==> src/rtl/des_pkg.sv <==
// Shared DES key-schedule definitions: permutation tables, shift schedule,
// controller state type, widths and a 28-bit rotate helper.
// Bit numbering is big-endian: index 0 is DES bit 1.
package des_pkg;

    localparam int DES_KEY_W  = 64;
    localparam int DES_HALF_W = 28;
    localparam int DES_RKEY_W = 48;

    // PC-1: entry i gives the 0-based key bit feeding C/D bit i (C = 0..27, D = 28..55).
    localparam int PC1_TAB [56] = '{
        56, 48, 40, 32, 24, 16,  8,  0, 57, 49, 41, 33, 25, 17,
         9,  1, 58, 50, 42, 34, 26, 18, 10,  2, 59, 51, 43, 35,
        62, 54, 46, 38, 30, 22, 14,  6, 61, 53, 45, 37, 29, 21,
        13,  5, 60, 52, 44, 36, 28, 20, 12,  4, 27, 19, 11,  3
    };

    // PC-2: entry i gives the 0-based C/D bit feeding round-key bit i.
    localparam int PC2_TAB [48] = '{
        13, 16, 10, 23,  0,  4,  2, 27, 14,  5, 20,  9,
        22, 18, 11,  3, 25,  7, 15,  6, 26, 19, 12,  1,
        40, 51, 30, 36, 46, 54, 29, 39, 50, 44, 32, 47,
        43, 48, 38, 55, 33, 52, 45, 41, 49, 35, 28, 31
    };

    // Left shifts applied entering rounds 1..16 (index 0 = round 1).
    localparam int SHIFT_TAB [16] = '{1, 1, 2, 2, 2, 2, 2, 2, 1, 2, 2, 2, 2, 2, 2, 1};

    typedef enum logic {
        IDLE   = 1'b0,
        ACTIVE = 1'b1
    } des_ks_state_t;

    // Rotate a 28-bit half by 0..2 positions; right=1 rotates toward higher indices.
    function automatic logic [0:27] rot28(input logic [0:27] v,
                                          input logic [1:0]  amt,
                                          input logic        right);
        logic [0:27] r;
        r = v;
        if (right) begin
            case (amt)
                2'd1:    r = {v[27], v[0:26]};
                2'd2:    r = {v[26:27], v[0:25]};
                default: r = v;
            endcase
        end else begin
            case (amt)
                2'd1:    r = {v[1:27], v[0]};
                2'd2:    r = {v[2:27], v[0:1]};
                default: r = v;
            endcase
        end
        return r;
    endfunction

endpackage

==> src/rtl/des_key_schedule_if.sv <==
// Handshake bundle between the DES engine and the key schedule.
// decrypt_din exists only when DES_DECRYPT_EN is defined.
interface des_key_schedule_if;
    import des_pkg::*;

    logic                    start_strobe_din;
    logic [0:DES_KEY_W-1]    key_din;
`ifdef DES_DECRYPT_EN
    logic                    decrypt_din;
`endif
    logic                    round_advance_din;
    logic [0:DES_RKEY_W-1]   round_key_dout;
    logic                    round_key_valid_dout;
    logic [3:0]              round_number_dout;
    logic                    busy_dout;
    logic                    done_dout;

    modport master (
        output start_strobe_din,
        output key_din,
`ifdef DES_DECRYPT_EN
        output decrypt_din,
`endif
        output round_advance_din,
        input  round_key_dout,
        input  round_key_valid_dout,
        input  round_number_dout,
        input  busy_dout,
        input  done_dout
    );

    modport slave (
        input  start_strobe_din,
        input  key_din,
`ifdef DES_DECRYPT_EN
        input  decrypt_din,
`endif
        input  round_advance_din,
        output round_key_dout,
        output round_key_valid_dout,
        output round_number_dout,
        output busy_dout,
        output done_dout
    );

endinterface

==> src/rtl/des_pc2.sv <==
// PC-2 permutation: 56-bit C/D concatenation to a 48-bit round key.
// Pure combinational; shared with unrolled engine variants.
module des_pc2
    import des_pkg::*;
(
    input  logic [0:2*DES_HALF_W-1] cd_i,
    output logic [0:DES_RKEY_W-1]   rkey_o
);

    for (genvar g = 0; g < DES_RKEY_W; g++) begin : g_pc2
        assign rkey_o[g] = cd_i[PC2_TAB[g][5:0]];
    end

    // PC-2 drops these eight C/D bits by design.
    logic unused_cd_bits;
    assign unused_cd_bits = ^{cd_i[8], cd_i[17], cd_i[21], cd_i[24],
                              cd_i[34], cd_i[37], cd_i[42], cd_i[53]};

endmodule

==> src/rtl/des_key_schedule.sv <==
// Iterative DES round-key generator: loads a key through PC-1 and presents
// the sixteen round keys one per accepted advance.
// Optional feature: DES_DECRYPT_EN adds decrypt_din and reverse-order keys.
module des_key_schedule
    import des_pkg::*;
(
    input  logic              clk,
    input  logic              reset,
    des_key_schedule_if.slave ks
);

    des_ks_state_t          state_q, state_d;
    logic [0:DES_HALF_W-1]  c_q, c_d;
    logic [0:DES_HALF_W-1]  d_q, d_d;
    logic [3:0]             round_q, round_d;
    logic                   done_q, done_d;
    logic                   dec_q;
`ifdef DES_DECRYPT_EN
    logic                   dec_d;
`endif

    logic [0:2*DES_HALF_W-1] pc1_key;
    logic [1:0]              shift_amt;
    logic [3:0]              round_inc;

    for (genvar g = 0; g < 2 * DES_HALF_W; g++) begin : g_pc1
        assign pc1_key[g] = ks.key_din[PC1_TAB[g][5:0]];
    end

    // Parity bits never reach PC-1.
    logic unused_parity_bits;
    assign unused_parity_bits = ^{ks.key_din[7],  ks.key_din[15], ks.key_din[23],
                                  ks.key_din[31], ks.key_din[39], ks.key_din[47],
                                  ks.key_din[55], ks.key_din[63]};

    assign round_inc = round_q + 4'd1;

    // Decrypt walks the encrypt schedule backwards: entering 0-based round n
    // uses the encrypt shift at index 16-n, i.e. 15-round_q.
`ifdef DES_DECRYPT_EN
    assign shift_amt = dec_q ? SHIFT_TAB[4'd15 - round_q][1:0]
                             : SHIFT_TAB[round_inc][1:0];
`else
    assign shift_amt = SHIFT_TAB[round_inc][1:0];
`endif

    // Register update: all control and key state cleared on reset.
    always_ff @(posedge clk) begin
        if (reset) begin
            state_q <= IDLE;
            c_q     <= '0;
            d_q     <= '0;
            round_q <= '0;
            done_q  <= 1'b0;
`ifdef DES_DECRYPT_EN
            dec_q   <= 1'b0;
`endif
        end else begin
            state_q <= state_d;
            c_q     <= c_d;
            d_q     <= d_d;
            round_q <= round_d;
            done_q  <= done_d;
`ifdef DES_DECRYPT_EN
            dec_q   <= dec_d;
`endif
        end
    end

`ifndef DES_DECRYPT_EN
    assign dec_q = 1'b0;
`endif

    // Next-state: load on start in IDLE, step C/D on each advance in ACTIVE.
    always_comb begin
        state_d = state_q;
        c_d     = c_q;
        d_d     = d_q;
        round_d = round_q;
        done_d  = 1'b0;
`ifdef DES_DECRYPT_EN
        dec_d   = dec_q;
`endif
        case (state_q)
            IDLE: begin
                if (ks.start_strobe_din) begin
`ifdef DES_DECRYPT_EN
                    dec_d = ks.decrypt_din;
                    if (ks.decrypt_din) begin
                        c_d = pc1_key[0:27];
                        d_d = pc1_key[28:55];
                    end else begin
                        c_d = rot28(pc1_key[0:27],  2'd1, 1'b0);
                        d_d = rot28(pc1_key[28:55], 2'd1, 1'b0);
                    end
`else
                    c_d = rot28(pc1_key[0:27],  2'd1, 1'b0);
                    d_d = rot28(pc1_key[28:55], 2'd1, 1'b0);
`endif
                    round_d = 4'd0;
                    state_d = ACTIVE;
                end
            end
            ACTIVE: begin
                if (ks.round_advance_din) begin
                    if (round_q == 4'd15) begin
                        done_d  = 1'b1;
                        state_d = IDLE;
                        c_d     = '0;
                        d_d     = '0;
                        round_d = 4'd0;
                    end else begin
                        round_d = round_inc;
                        c_d     = rot28(c_q, shift_amt, dec_q);
                        d_d     = rot28(d_q, shift_amt, dec_q);
                    end
                end
            end
            default: state_d = IDLE;
        endcase
    end

    des_pc2 u_pc2 (
        .cd_i   ({c_q, d_q}),
        .rkey_o (ks.round_key_dout)
    );

    assign ks.round_key_valid_dout = (state_q == ACTIVE);
    assign ks.busy_dout            = (state_q == ACTIVE);
    assign ks.round_number_dout    = round_q;
    assign ks.done_dout            = done_q;

endmodule

==> src/flat_wrapper.sv <==
// flat-port wrapper written by rule: the top's interface ports become plain ports
module des_key_schedule_flat import des_pkg::*;
  (clk, reset, ks_start_strobe_din, ks_key_din, ks_round_advance_din, ks_round_key_dout, ks_round_key_valid_dout, ks_round_number_dout, ks_busy_dout, ks_done_dout);
  des_key_schedule_if ks_i ();
  input  logic clk;
  input  logic reset;
  input wire logic [$bits(ks_i.start_strobe_din)-1:0] ks_start_strobe_din;
  input wire logic [$bits(ks_i.key_din)-1:0] ks_key_din;
  input wire logic [$bits(ks_i.round_advance_din)-1:0] ks_round_advance_din;
  output wire logic [$bits(ks_i.round_key_dout)-1:0] ks_round_key_dout;
  output wire logic [$bits(ks_i.round_key_valid_dout)-1:0] ks_round_key_valid_dout;
  output wire logic [$bits(ks_i.round_number_dout)-1:0] ks_round_number_dout;
  output wire logic [$bits(ks_i.busy_dout)-1:0] ks_busy_dout;
  output wire logic [$bits(ks_i.done_dout)-1:0] ks_done_dout;
  assign ks_i.start_strobe_din = ks_start_strobe_din;
  assign ks_i.key_din = ks_key_din;
  assign ks_i.round_advance_din = ks_round_advance_din;
  assign ks_round_key_dout = ks_i.round_key_dout;
  assign ks_round_key_valid_dout = ks_i.round_key_valid_dout;
  assign ks_round_number_dout = ks_i.round_number_dout;
  assign ks_busy_dout = ks_i.busy_dout;
  assign ks_done_dout = ks_i.done_dout;
  des_key_schedule u_core (.clk(clk), .reset(reset), .ks(ks_i));
endmodule
==> config.mk <==
export PLATFORM = sky130hd
export DESIGN_NAME = des_key_schedule_flat
export DESIGN_NICKNAME = d
export VERILOG_FILES = /design/src/rtl/des_pkg.sv /design/src/rtl/des_key_schedule_if.sv /design/src/rtl/des_pc2.sv /design/src/rtl/des_key_schedule.sv /design/src/flat_wrapper.sv
export SDC_FILE = /design/constraint.sdc
export NUM_CORES = 1
export LEC_CHECK = 0
export CORE_UTILIZATION = 35
export CTS_CLUSTER_SIZE = 14
export DETAILED_ROUTE_END_ITERATION = 10
export GPL_TIMING_DRIVEN = 0
export PLACE_DENSITY_LB_ADDON = 0.12
export SLEW_MARGIN = 20
export SYNTH_ARGS = -nofsm -noshare
export SYNTH_HDL_FRONTEND = slang
export SYNTH_HIERARCHICAL = 1
export SYNTH_SLANG_ARGS = --single-unit
==> constraint.sdc <==
create_clock -name clk -period 3.1 [get_ports clk]
set_input_delay 0.31 -clock clk [delete_from_list [all_inputs] [get_ports clk]]
set_output_delay 0.31 -clock clk [all_outputs]
set_load 0.05 [all_outputs]
# Yosys cells after proc, flatten, opt, wreduce, memory -nomap -nowiden
# Memories as Yosys holds them, arrays and structs flattened.
# Index checks and enable logic that the tools add are counted.
# classes
add_sub_neg	1
reduce_logical	3
n_bitwise	3
mux	21
n_eq_ne	6
magnitude_cmp	1
# op_table
op	n
28-bit one-hot mux with 2 select lines	4
28-bit 2-to-1 mux	6
4-bit 2-to-1 mux	3
4-bit one-hot mux with 2 select lines	1
5-bit greater-or-equal comparator (second input constant)	1
4-bit inverter with 5-bit output	1
4-bit by 1-bit adder with 4-bit output (second input constant)	1
4-bit == test (second input constant)	1
1-bit 2-to-1 mux	4
2-bit 2-to-1 mux	2
2-bit != test (second input constant)	2
4-bit != test (second input constant)	1
3-bit AND reduction	1
3-bit OR reduction	1
2-bit by 1-bit == test with 1-bit output (second input constant)	1
2-bit == test (second input constant)	1
1-bit inverter	2
1-bit one-hot mux with 2 select lines	1
2-bit AND reduction	1
# totals
romBits	512
wordCells	41
memories	1
inputBits	68
ff_bits	62
out_inout_bits	55
# memory_table
name	depth	word_bits	read_ports	rd_ports_with_merged_regs	write_ports	line	rtl
(name not given)	16	32	1	0	0	des_key_schedule.sv:44	assign shift_amt = SHIFT_TAB[round_inc][1:0];

# Depth between registers and ports, before layout
# Gate-level depths: netlist of run 1.
# logic_depth
ltp_word	10
ltp_mapped	12
ltp_nobuf	9

# Cells and area by module
# The synthesis of run 1 kept the hierarchy.
# by_module_without_submodules
module	seq_area_each_um2	n_inst	cells_each	area_each_um2
des_key_schedule	1241.2	1	438	3854.9
des_pc2	0.0	1	48	360.3

# Worst setup path after synthesis of run 1
# No wires, ideal clock.
# synth_timing
kind	reg-to-reg
startpoint	register u_core.round_q[0], in the netlist u_core/ks.round_number_dout[0]
endpoint	register u_core/c_q[10] in the netlist's numbering
required_ns	2.948
arrival_time_ns	2.721
stages_incl_launch_ff	12
n_path_buf	2
slack_ns	0.228
setup_ns	0.152
period_less_slack_ns	2.872
cell_sequence	dfxtp_1 -> inv_1 -> ha_1 -> maj3_1 -> a22oi_1 -> ha_1 -> buf_2 -> buf_2 -> mux2i_1 -> nor3_2 -> a21oi_1 -> a221oi_2
# synth_between
elab_chain_len	10
elab_cells_between_ends	14
classes_between	1 x add/sub; 4 x eq/ne; 6 x mux; 1 x bitwise; 1 x reduce/logical; 1 x memory
# synth_rtl
item	line	rtl
start: declaration	des_key_schedule.sv:15	logic [3:0] round_q, round_d;
start signal: assignment	des_key_schedule.sv:62	round_q <= round_d;
4-bit by 1-bit adder with 4-bit output	des_key_schedule.sv:36	assign round_inc = round_q + 4'd1;
4-bit inverter with 5-bit output (not written as such)	des_key_schedule.sv:44	
memory 16 x 32 bit	--	
2-bit 2-to-1 mux (not written as such) (2 in series)	des_key_schedule.sv:44	
2-bit == test / 2-bit by 1-bit == test with 1-bit output (equally long branches)	des_pkg.sv:47	case (amt)
28-bit one-hot mux with 2 select lines	des_pkg.sv:47	
28-bit 2-to-1 mux	des_key_schedule.sv:106	if (round_q == 4'd15) begin
28-bit 2-to-1 mux	des_key_schedule.sv:105	if (ks.round_advance_din) begin
28-bit one-hot mux with 2 select lines	des_key_schedule.sv:84	case (state_q)
end signal: assignment	des_key_schedule.sv:51	c_q <= '0;
end signal: assignment	des_key_schedule.sv:60	c_q <= c_d;
end: declaration	des_key_schedule.sv:13	logic [0:DES_HALF_W-1] c_q, c_d;
# Several ways; a longest one is shown, not always the timed one. The select of a mux whose other input is x is not followed.
# A chain may end at the register's enable or synchronous reset.

# Worst setup path after layout of run 1
# layout_timing
startpoint	register u_core.round_q[0], in the netlist u_core/ks.round_number_dout[0]
endpoint	register u_core/c_q[8] in the netlist's numbering
# Same word-level chain as after synthesis.

==> flow_metrics.env, run 1 <==
export IMPL_status="finished, violations left"
export IMPL_violations="design-rule violations"
export IMPL_synthesis_area_um2=4220
export IMPL_clk_latency_ps=320
export IMPL_synth_warnings=6
export IMPL_total_power_mw=2.87
export IMPL_final_hold_viol_count=0
export IMPL_relSlewSlack_pct=52.8
export IMPL_avgSynthCellArea_um2=8.67
export IMPL_drcViolationCount=7
export IMPL_rows=39
export IMPL_ys_types=31
export IMPL_grtUsageTotal_pct=19.6
export IMPL_synth_seq_cells=62
export IMPL_peakVddDrop_v=0.000225
export IMPL_cts_buffers=9
export IMPL_avgRoutedWirePerCell_um=15.9
export IMPL_worst_slew_pin_transition_ps=708
export IMPL_nets=684
export IMPL_max_clock_freq_mhz=351
export IMPL_drt_iter0_markers=197
export IMPL_finalSetupViolCount=0
export IMPL_period_share_pct=91.8
export IMPL_post_cts_buffers=0
export IMPL_syn_num_nets=560
export IMPL_r2r_setup_slack_ps=250
export IMPL_grt_pass1_wl_mm=19.8
export IMPL_maxSlewViolCount=0
export IMPL_cp_max_fo=10
export IMPL_gp_congestion=0.802
export IMPL_root_buffer="clkbuf_16"
export IMPL_syn_inst=486
export IMPL_rr_worst_depth=11
export IMPL_antenna_found_initial=0
export IMPL_fin_ws_ps=254
export IMPL_via_per_inst=5.31
export IMPL_die_area_um2=12500
export IMPL_crit_start="u_core/ks.round_number_dout[0]"
export IMPL_numPortBuffers=113
export IMPL_grt_max_degree=11
export IMPL_drt_total_wl_mm=12.0
export IMPL_worst_setup_path_start_kind="register"
export IMPL_ctsResizeCount=0
export IMPL_yosysTopAreaCell="dfxtp_1"
export IMPL_yosysSeqAreaShare_pct=29.4
export IMPL_antennaDiodeCount=0
export IMPL_start_util_pct=36.4
export IMPL_drive_gt1_share_pct=22.0
export IMPL_min_path_type="input pin to register"
export IMPL_vias=4015
export IMPL_reg2reg_to="u_core/c_q[8]"
export IMPL_hpwl_mm=8.59
export IMPL_io_pins=123
export IMPL_timing_rr_start="u_core/ks.round_number_dout[0]"
export IMPL_fillers=1136
export IMPL_clk_pin_slew_ps=50
export IMPL_path_class="register to register"
export IMPL_end_kind="register"
export IMPL_drv_cap=0
export IMPL_core_area_um2=11600
export IMPL_layout_min_cycle_time_ps=2850
export IMPL_required_ps=3270
export IMPL_syn2layout_area_growth_pct=37.9
export IMPL_grt_remaining_overflow=0
export IMPL_finClkSkew_ps=5.39
export IMPL_pre_cts_slack_ps=236
export IMPL_cp_data_arrival_time_ps=3020
export IMPL_tritoncts="built"
export IMPL_fp_dieH_um=112
export IMPL_dieWidth_um=112
export IMPL_p_per_area_nw_per_um2=494
export IMPL_leakage_nw=2.09
export IMPL_hold_buffers=0
export IMPL_first_pass_iters=7
export IMPL_cts_htree_levels=3
export IMPL_synth_top_area_share_pct=29.4
export IMPL_clock_sinks=62
export IMPL_clockBufferDepth=2
export IMPL_antenna_left=0
export IMPL_yosys_top_cells_area="dfxtp_1 (29%), mux2i_1 (14%), buf_4 (9.4%)"
export IMPL_crit_end="u_core/c_q[8]"
export IMPL_grt_pass1_vias=3929
-- routing by layer --
layer  wire (um)  part of all wire [%]  global-route usage (%)  up-vias
li1            -                     -                       -     1995
met1        5510                    46                    26.3     1870
met2        5640                    47                    31.7      135
met3         732                   6.1                    3.70       15
met4         160                   1.3                    6.13        0
met5           0                     0                       0        -
-- final cells by class --
cell class                 instances  area (um2)  share of cell area (%)
clock inverter                     5        52.6                   0.904
clock buffer                       9         225                    3.87
sequential                        62        1240                    21.4
inverter                           2        7.51                   0.129
timing repair buffer             113        1130                    19.5
buffer                           102         672                    11.6
tap                              143         179                    3.08
multi-input combinational        320        2300                    39.6
-- per-stage QoR --
stage | std cells | TNS (ps) | hold slack (ps) | cell area, um2 | utilization, %
after global placement | 742 | 0 | 530 | 5530 | 47.8
after floorplan | 486 | 0 | 479 | 4220 | -
after CTS | 756 | 0 | 516 | 5800 | 50.2
after global routing | 756 | -0.531 | 563 | 5810 | 50.3
after detailed placement | 742 | 0 | 542 | 5530 | 47.8
final | 756 | 0 | 544 | 5810 | 50.3
-- critical path, stage by stage (launching register included) --
cell	delay [ps]
dfxtp_1	410
inv_1	120
ha_1	210
maj3_1	360
a22oi_1	260
ha_1	190
buf_2	210
buf_2	330
mux2i_1	260
nor3_2	50
a21oi_1	190
a221oi_2	90
-- registers in the layout, indices dropped and copies added, names as in the netlist --
register and count:
u_core/ks.round_number_dout 4, u_core/c_q 28, u_core/ks.busy_dout 1, u_core/ks.done_dout 1
u_core/d_q 28
-- cells in the final DEF (no fill, tap or decap), drive strengths merged, types with 2 or more instances in the layout --
master,synthesis,routed
a21o,2,2
a21oi,58,58
a221oi,56,56
a31oi,2,2
buf,83,79
clkbuf,19,32
clkdlybuf4s50,0,113
clkinv,0,3
dfxtp,62,62
ha,6,6
inv,2,2
mux2i,57,57
nand2,4,4
nand3,3,3
nor2,61,61
nor3,61,61
-- worst min path at each step --
stage,start,endpoint,slack [ps],cells after the start
6_report,reset,u_core/c_q[0],540,2
3_3_place_gp,u_core/c_q[21],u_core/c_q[21],530,2
2_1_floorplan,ks_start_strobe_din,u_core/ks.busy_dout,480,2
3_5_place_dp,u_core/c_q[24],u_core/c_q[24],540,2
4_1_cts,reset,u_core/c_q[0],520,2
5_1_grt,reset,u_core/c_q[0],560,2
-- cell usage after synthesis, drive strengths merged --
cell type / instances
buf: 83
dfxtp: 62
nor2: 61
nor3: 61
a21oi: 58
mux2i: 57
a221oi: 56
clkbuf: 19
ha: 6
nand2: 4
nand3: 3
a21o: 2
a31oi: 2
inv: 2
a211oi: 1
a22oi: 1
a32oi: 1
and3: 1
maj3: 1
nor2b: 1
o21a: 1
o21ai: 1
xnor2: 1
xor2: 1
-- kinds of logic after synthesis --
| logic type | share of synthesized area [%] |
|---|---|
| simple gates | 16.0 |
| compound gates | 22.7 |
| buf+inv | 15.9 |
| flops | 29.4 |
| mux | 13.5 |
| fa+ha+maj | 2.02 |
| xor+xnor | 0.416 |
-- report_power, final --
group          leakage (nW)  switching (mW)  internal [mW]
Sequential            0.513          0.0859          0.878
Combinational          1.44           0.539          0.413
Clock                 0.137           0.350          0.608
Total                  2.09           0.975           1.90
Note: power is estimated with default switching activity, not from simulation.
==> inputs of run 2 (changes only) <==
CORE_ASPECT_RATIO = 1.25   (was default)
==> run 2 against run 1 <==
The flow now finishes without violations; first-iteration DRC count up 7.1%; clock skew up 1.1 ps; clock power increased by 1%; setup slack better by 16 ps; critical path depth stayed put; critical path type unchanged; critical endpoint is now u_core/c_q[22].
==> flow_metrics.env, run 2 (same netlist as run 1, synthesis figures left out) <==
export IMPL_final_area_um2=5840
export IMPL_fp_dieH_um=125
export IMPL_rows=44
export IMPL_die_area_um2=12500
export IMPL_io_pins=123
export IMPL_cts_htree_levels=3
export IMPL_first_pass_iters=4
export IMPL_core_area_um2=11700
export IMPL_cp_max_fo=10
export IMPL_required_ps=3340
export IMPL_fillers=1179
export IMPL_rsz0062_at_grt="false"
export IMPL_grtUsageTotal_pct=19.6
export IMPL_final_common_cell="clkdlybuf4s50_1"
export IMPL_placed_cell_area_um2=5550
export IMPL_period_share_pct=91.3
export IMPL_relSlewSlack_pct=54.5
export IMPL_finalSetupViolCount=0
export IMPL_maxSlewViolCount=0
export IMPL_dp_cells=760
export IMPL_fin_ws_ps=270
export IMPL_path_class="register to register"
export IMPL_start_util_pct=36.1
export IMPL_syn2layout_area_growth_pct=38.4
export IMPL_gp_congestion=0.821
export IMPL_min_path_type="input pin to register"
export IMPL_clk_latency_ps=340
export IMPL_worst_slew_pin_transition_ps=682
export IMPL_hold_buffers=0
export IMPL_post_cts_buffers=0
export IMPL_finalNonFillerCells=776
export IMPL_via_per_inst=5.13
export IMPL_drive_gt1_share_pct=22.1
export IMPL_grt_max_degree=11
export IMPL_ctsResizeCount=0
export IMPL_clock_sinks=62
export IMPL_grt_pass1_vias=3942
export IMPL_tritoncts="built"
export IMPL_clk_pin_slew_ps=50
export IMPL_worst_setup_path_start_kind="register"
export IMPL_grt_pass1_wl_mm=19.5
export IMPL_clockBufferDepth=2
export IMPL_avgRoutedWirePerCell_um=15.5
export IMPL_drt_total_wl_mm=12.1
export IMPL_antenna_found_initial=0
export IMPL_grt_remaining_overflow=0
export IMPL_end_kind="register"
export IMPL_final_hold_viol_count=0
export IMPL_finClkSkew_ps=6.50
export IMPL_antenna_left=0
export IMPL_nets=684
export IMPL_antennaDiodeCount=0
export IMPL_max_clock_freq_mhz=353
export IMPL_peakVddDrop_v=0.000302
export IMPL_vias=3978
export IMPL_cp_data_arrival_time_ps=3070
export IMPL_leakage_nw=2.10
export IMPL_drv_cap=0
export IMPL_pre_cts_slack_ps=276
export IMPL_mostFrequentLayoutCells="clkdlybuf4s50_1 (113), dfxtp_1 (62), nor2_1 (61)"
export IMPL_p_per_area_nw_per_um2=494
export IMPL_cts_buffers=9
export IMPL_setup_tns_ps=0
export IMPL_drcViolationCount=0
export IMPL_status="complete, no violations"
export IMPL_total_power_mw=2.88
export IMPL_dieWidth_um=100
export IMPL_drt_iter0_markers=211
export IMPL_numPortBuffers=113
export IMPL_root_buffer="clkbuf_16"
export IMPL_hpwl_mm=8.63
export IMPL_layout_min_cycle_time_ps=2830
## run 2: cell count changes in the layout (fill, tap and decap cells not counted)
cell,delta
buf_2,+4
clkbuf_4,-4
clkbuf_8,+3
bufinv_16,-1
clkbuf_1,+1
clkinv_2,-1
## run 2: layout make-up
type                    count  area (um2)  share of cell area (%)
flip-flops and latches     62        1240                    21.3
repair buffers            113        1130                    19.4
plain buffers             102         662                    11.3
multi-input cells         320        2300                    39.5
inverters                   2        7.51                   0.129
well taps                 161         201                    3.45
clock buffers              13         270                    4.63
clock inverters             3        17.5                   0.300
## run 2: power by group
part	total (mW)	switching, mW	internal [mW]
Sequential	0.961	0.0835	0.878
Combinational	0.951	0.538	0.413
Clock	0.971	0.367	0.604
Total	2.88	0.989	1.89
## run 2: path summary, 6_finish.rpt
path / startpoint / end / slack (ps) / cells after the start
setup / recovery: u_core/ks.round_number_dout[0] / u_core/c_q[22] / 270 / 11
hold / removal: reset / u_core/c_q[0] / 530 / 2
setup reg to reg: u_core/ks.round_number_dout[0] / u_core/c_q[22] / 270 / 11
hold reg to reg: u_core/c_q[21] / u_core/c_q[21] / 540 / 2
## run 2: through the flow
| step | util, % | hold WS, ps |
|---|---|---|
| 6_report | 50.0 | 533 |
| 5_1_grt | 50.0 | 556 |
| 4_1_cts | 50.0 | 533 |
| 3_5_place_dp | 47.5 | 537 |
| 3_3_place_gp | 47.5 | 529 |
| 2_1_floorplan | - | 479 |
## run 2: layer usage
metal	global-route usage, %	vias to the layer above	share of wire (%)
met2	32.1	112	48
met4	7.42	0	1.7
met3	3.87	14	5.0
met1	25.0	1859	45
li1	-	1993	-
met5	0	-	0
## run 2: critical path, cell delays in order, from the launching register on
cell and delay [ps]:
dfxtp_1 400, inv_1 120, ha_1 220, maj3_1 350
a22oi_1 260, ha_1 190, buf_2 200, buf_2 330
mux2i_1 140, nor3_1 190, a21oi_1 60, a221oi_1 280
==> inputs of run 3 (changes only) <==
CORE_MARGIN = 8   (was default)
CORE_UTILIZATION = 29   (was 35)
==> run 3 against run 2 <==
Sequential share of layout area is 0.050 points lower; hold slack better by 13 ps; global-route usage is 4.9 points lower; via count is 1.1% higher; maximum frequency is 1.4% higher; clock-buffer cell count stayed put; cell area is 0.24% higher; sequential power hardly changed; core utilization is 9.1 points lower; setup slack better by 40 ps; critical path type unchanged; highest routed layer unchanged.
==> flow_metrics.env, run 3 (same netlist as run 1, synthesis figures left out) <==
export IMPL_status="complete, no violations"
export IMPL_relSlewSlack_pct=52.3
export IMPL_antennaDiodeCount=0
export IMPL_path_cells="inv_1, ha_1, maj3_1, a22oi_1, ha_1, buf_2, buf_2, mux2i_1, nor3_2, a21oi_1, a221oi_2"
export IMPL_worst_slew_pin_transition_ps=716
export IMPL_drt_iter0_markers=176
export IMPL_slowest_stage="dfxtp_1"
export IMPL_hold_ws_ps=546
export IMPL_gp_congestion=0.802
export IMPL_numPortBuffers=113
export IMPL_setup_tns_ps=0
export IMPL_leakage_nw=2.09
export IMPL_hpwl_mm=9.94
export IMPL_cp_max_fo=10
export IMPL_multi_input_area_um2=2300
export IMPL_first_pass_iters=4
export IMPL_rsz0062_at_grt="false"
export IMPL_tritoncts="built"
export IMPL_root_buffer="clkbuf_16"
export IMPL_peakVddDrop_v=0.000210
export IMPL_finClkSkew_ps=6.52
export IMPL_end_kind="register"
export IMPL_avgRoutedWirePerCell_um=17.2
export IMPL_drive_gt1_share_pct=21.9
export IMPL_min_path_type="register to register"
export IMPL_slowest_delay_ps=400
export IMPL_io_pins=123
export IMPL_cts_htree_levels=3
export IMPL_cts_buffers=9
export IMPL_worst_setup_path_start_kind="register"
export IMPL_mostFrequentLayoutCells="clkdlybuf4s50_1 (113), dfxtp_1 (62), nor2_1 (61)"
export IMPL_cp_data_arrival_time_ps=2960
export IMPL_dieWidth_um=124
export IMPL_final_hold_viol_count=0
export IMPL_via_per_inst=5.09
export IMPL_antenna_left=0
export IMPL_max_clock_freq_mhz=358
export IMPL_clk_latency_ps=320
export IMPL_clk_pin_slew_ps=50
export IMPL_clockBufferDepth=2
export IMPL_drcViolationCount=0
export IMPL_grtUsageTotal_pct=14.7
export IMPL_grt_max_degree=11
export IMPL_syn2layout_area_growth_pct=38.8
export IMPL_crit_family="adder cells"
export IMPL_fp_dieH_um=151
export IMPL_period_share_pct=90.0
export IMPL_final_common_cell="clkdlybuf4s50_1"
export IMPL_finalSetupViolCount=0
export IMPL_vias=4023
export IMPL_fillers=1492
export IMPL_antenna_found_initial=0
export IMPL_layout_min_cycle_time_ps=2790
export IMPL_drt_total_wl_mm=13.6
export IMPL_rows=49
export IMPL_grt_pass1_vias=4202
export IMPL_required_ps=3270
export IMPL_nets=684
export IMPL_clock_sinks=62
export IMPL_drv_cap=0
export IMPL_die_area_um2=18700
export IMPL_p_per_area_nw_per_um2=490
export IMPL_path_class="register to register"
export IMPL_path_buf_inv=3
export IMPL_grt_pass1_wl_mm=21.8
export IMPL_maxSlewViolCount=0
export IMPL_seq_area_um2=1240
export IMPL_start_util_pct=29.5
export IMPL_grt_remaining_overflow=0
export IMPL_core_area_um2=14300
## run 3: changes by cell type in the layout (fill, tap and decap cells not counted)
cell	before	now
clkinvlp_4	1	0
buf_2	22	20
clkinv_2	2	1
clkbuf_4	0	2
## run 3: timing repair
| action | CTS | global route |
|---|---|---|
| endpoints found under the setup margin | 0 | 2 |
| setup buffers | 0 | 0 |
| gates resized for setup | 0 | 2 |
| hold buffers | 0 | 0 |
## run 3: layout make-up
type | count | share of cell area (%)
multi-input cells | 320 | 39.4
flip-flops and latches | 62 | 21.2
repair buffers | 113 | 19.3
plain buffers | 102 | 11.4
clock buffers | 13 | 4.62
well taps | 178 | 3.81
inverters | 2 | 0.128
clock inverters | 1 | 0.0856
## run 3: metrics by stage
step	utilization, %	setup slack [ps]	total power [mW]	instances	instance area [um2]
2_1_floorplan	-	228	1.63	486	4220
3_3_place_gp	39.0	321	1.94	777	5570
3_5_place_dp	39.0	322	1.94	777	5570
4_1_cts	40.9	287	2.90	791	5840
5_1_grt	40.9	2.04	3.02	791	5850
6_report	40.9	310	2.86	791	5850
## run 3: where the power goes
group	switching (mW)	leakage (nW)	internal, mW
registers	0.0852	0.513	0.878
clock network	0.344	0.138	0.596
logic	0.547	1.44	0.413
total	0.976	2.09	1.89
## run 3: layer usage
metal  up-vias  track usage (%)  wire (um)
met5         -                0          0
met4         0             4.59         97
met3         9             4.10        902
met2       111             24.0       6510
met1      1904             18.1       6110
li1       1999                -          -
## run 3: worst paths after layout
check / from / end / slack (ps) / depth (start not counted)
worst max-delay path: u_core/ks.round_number_dout[0] / u_core/c_q[5] / 310 / 11
worst min-delay path: u_core/c_q[21] / u_core/c_q[21] / 550 / 2
worst max register to register: u_core/ks.round_number_dout[0] / u_core/c_q[5] / 310 / 11
worst min register to register: u_core/c_q[21] / u_core/c_q[21] / 550 / 2
## run 3: tightest hold or removal path, delay by kind of cell, from the launching register on
kind / cells / cell delay (ps)
compound gates: 1 / 70
flops: 1 / 310
simple gates: 1 / 100
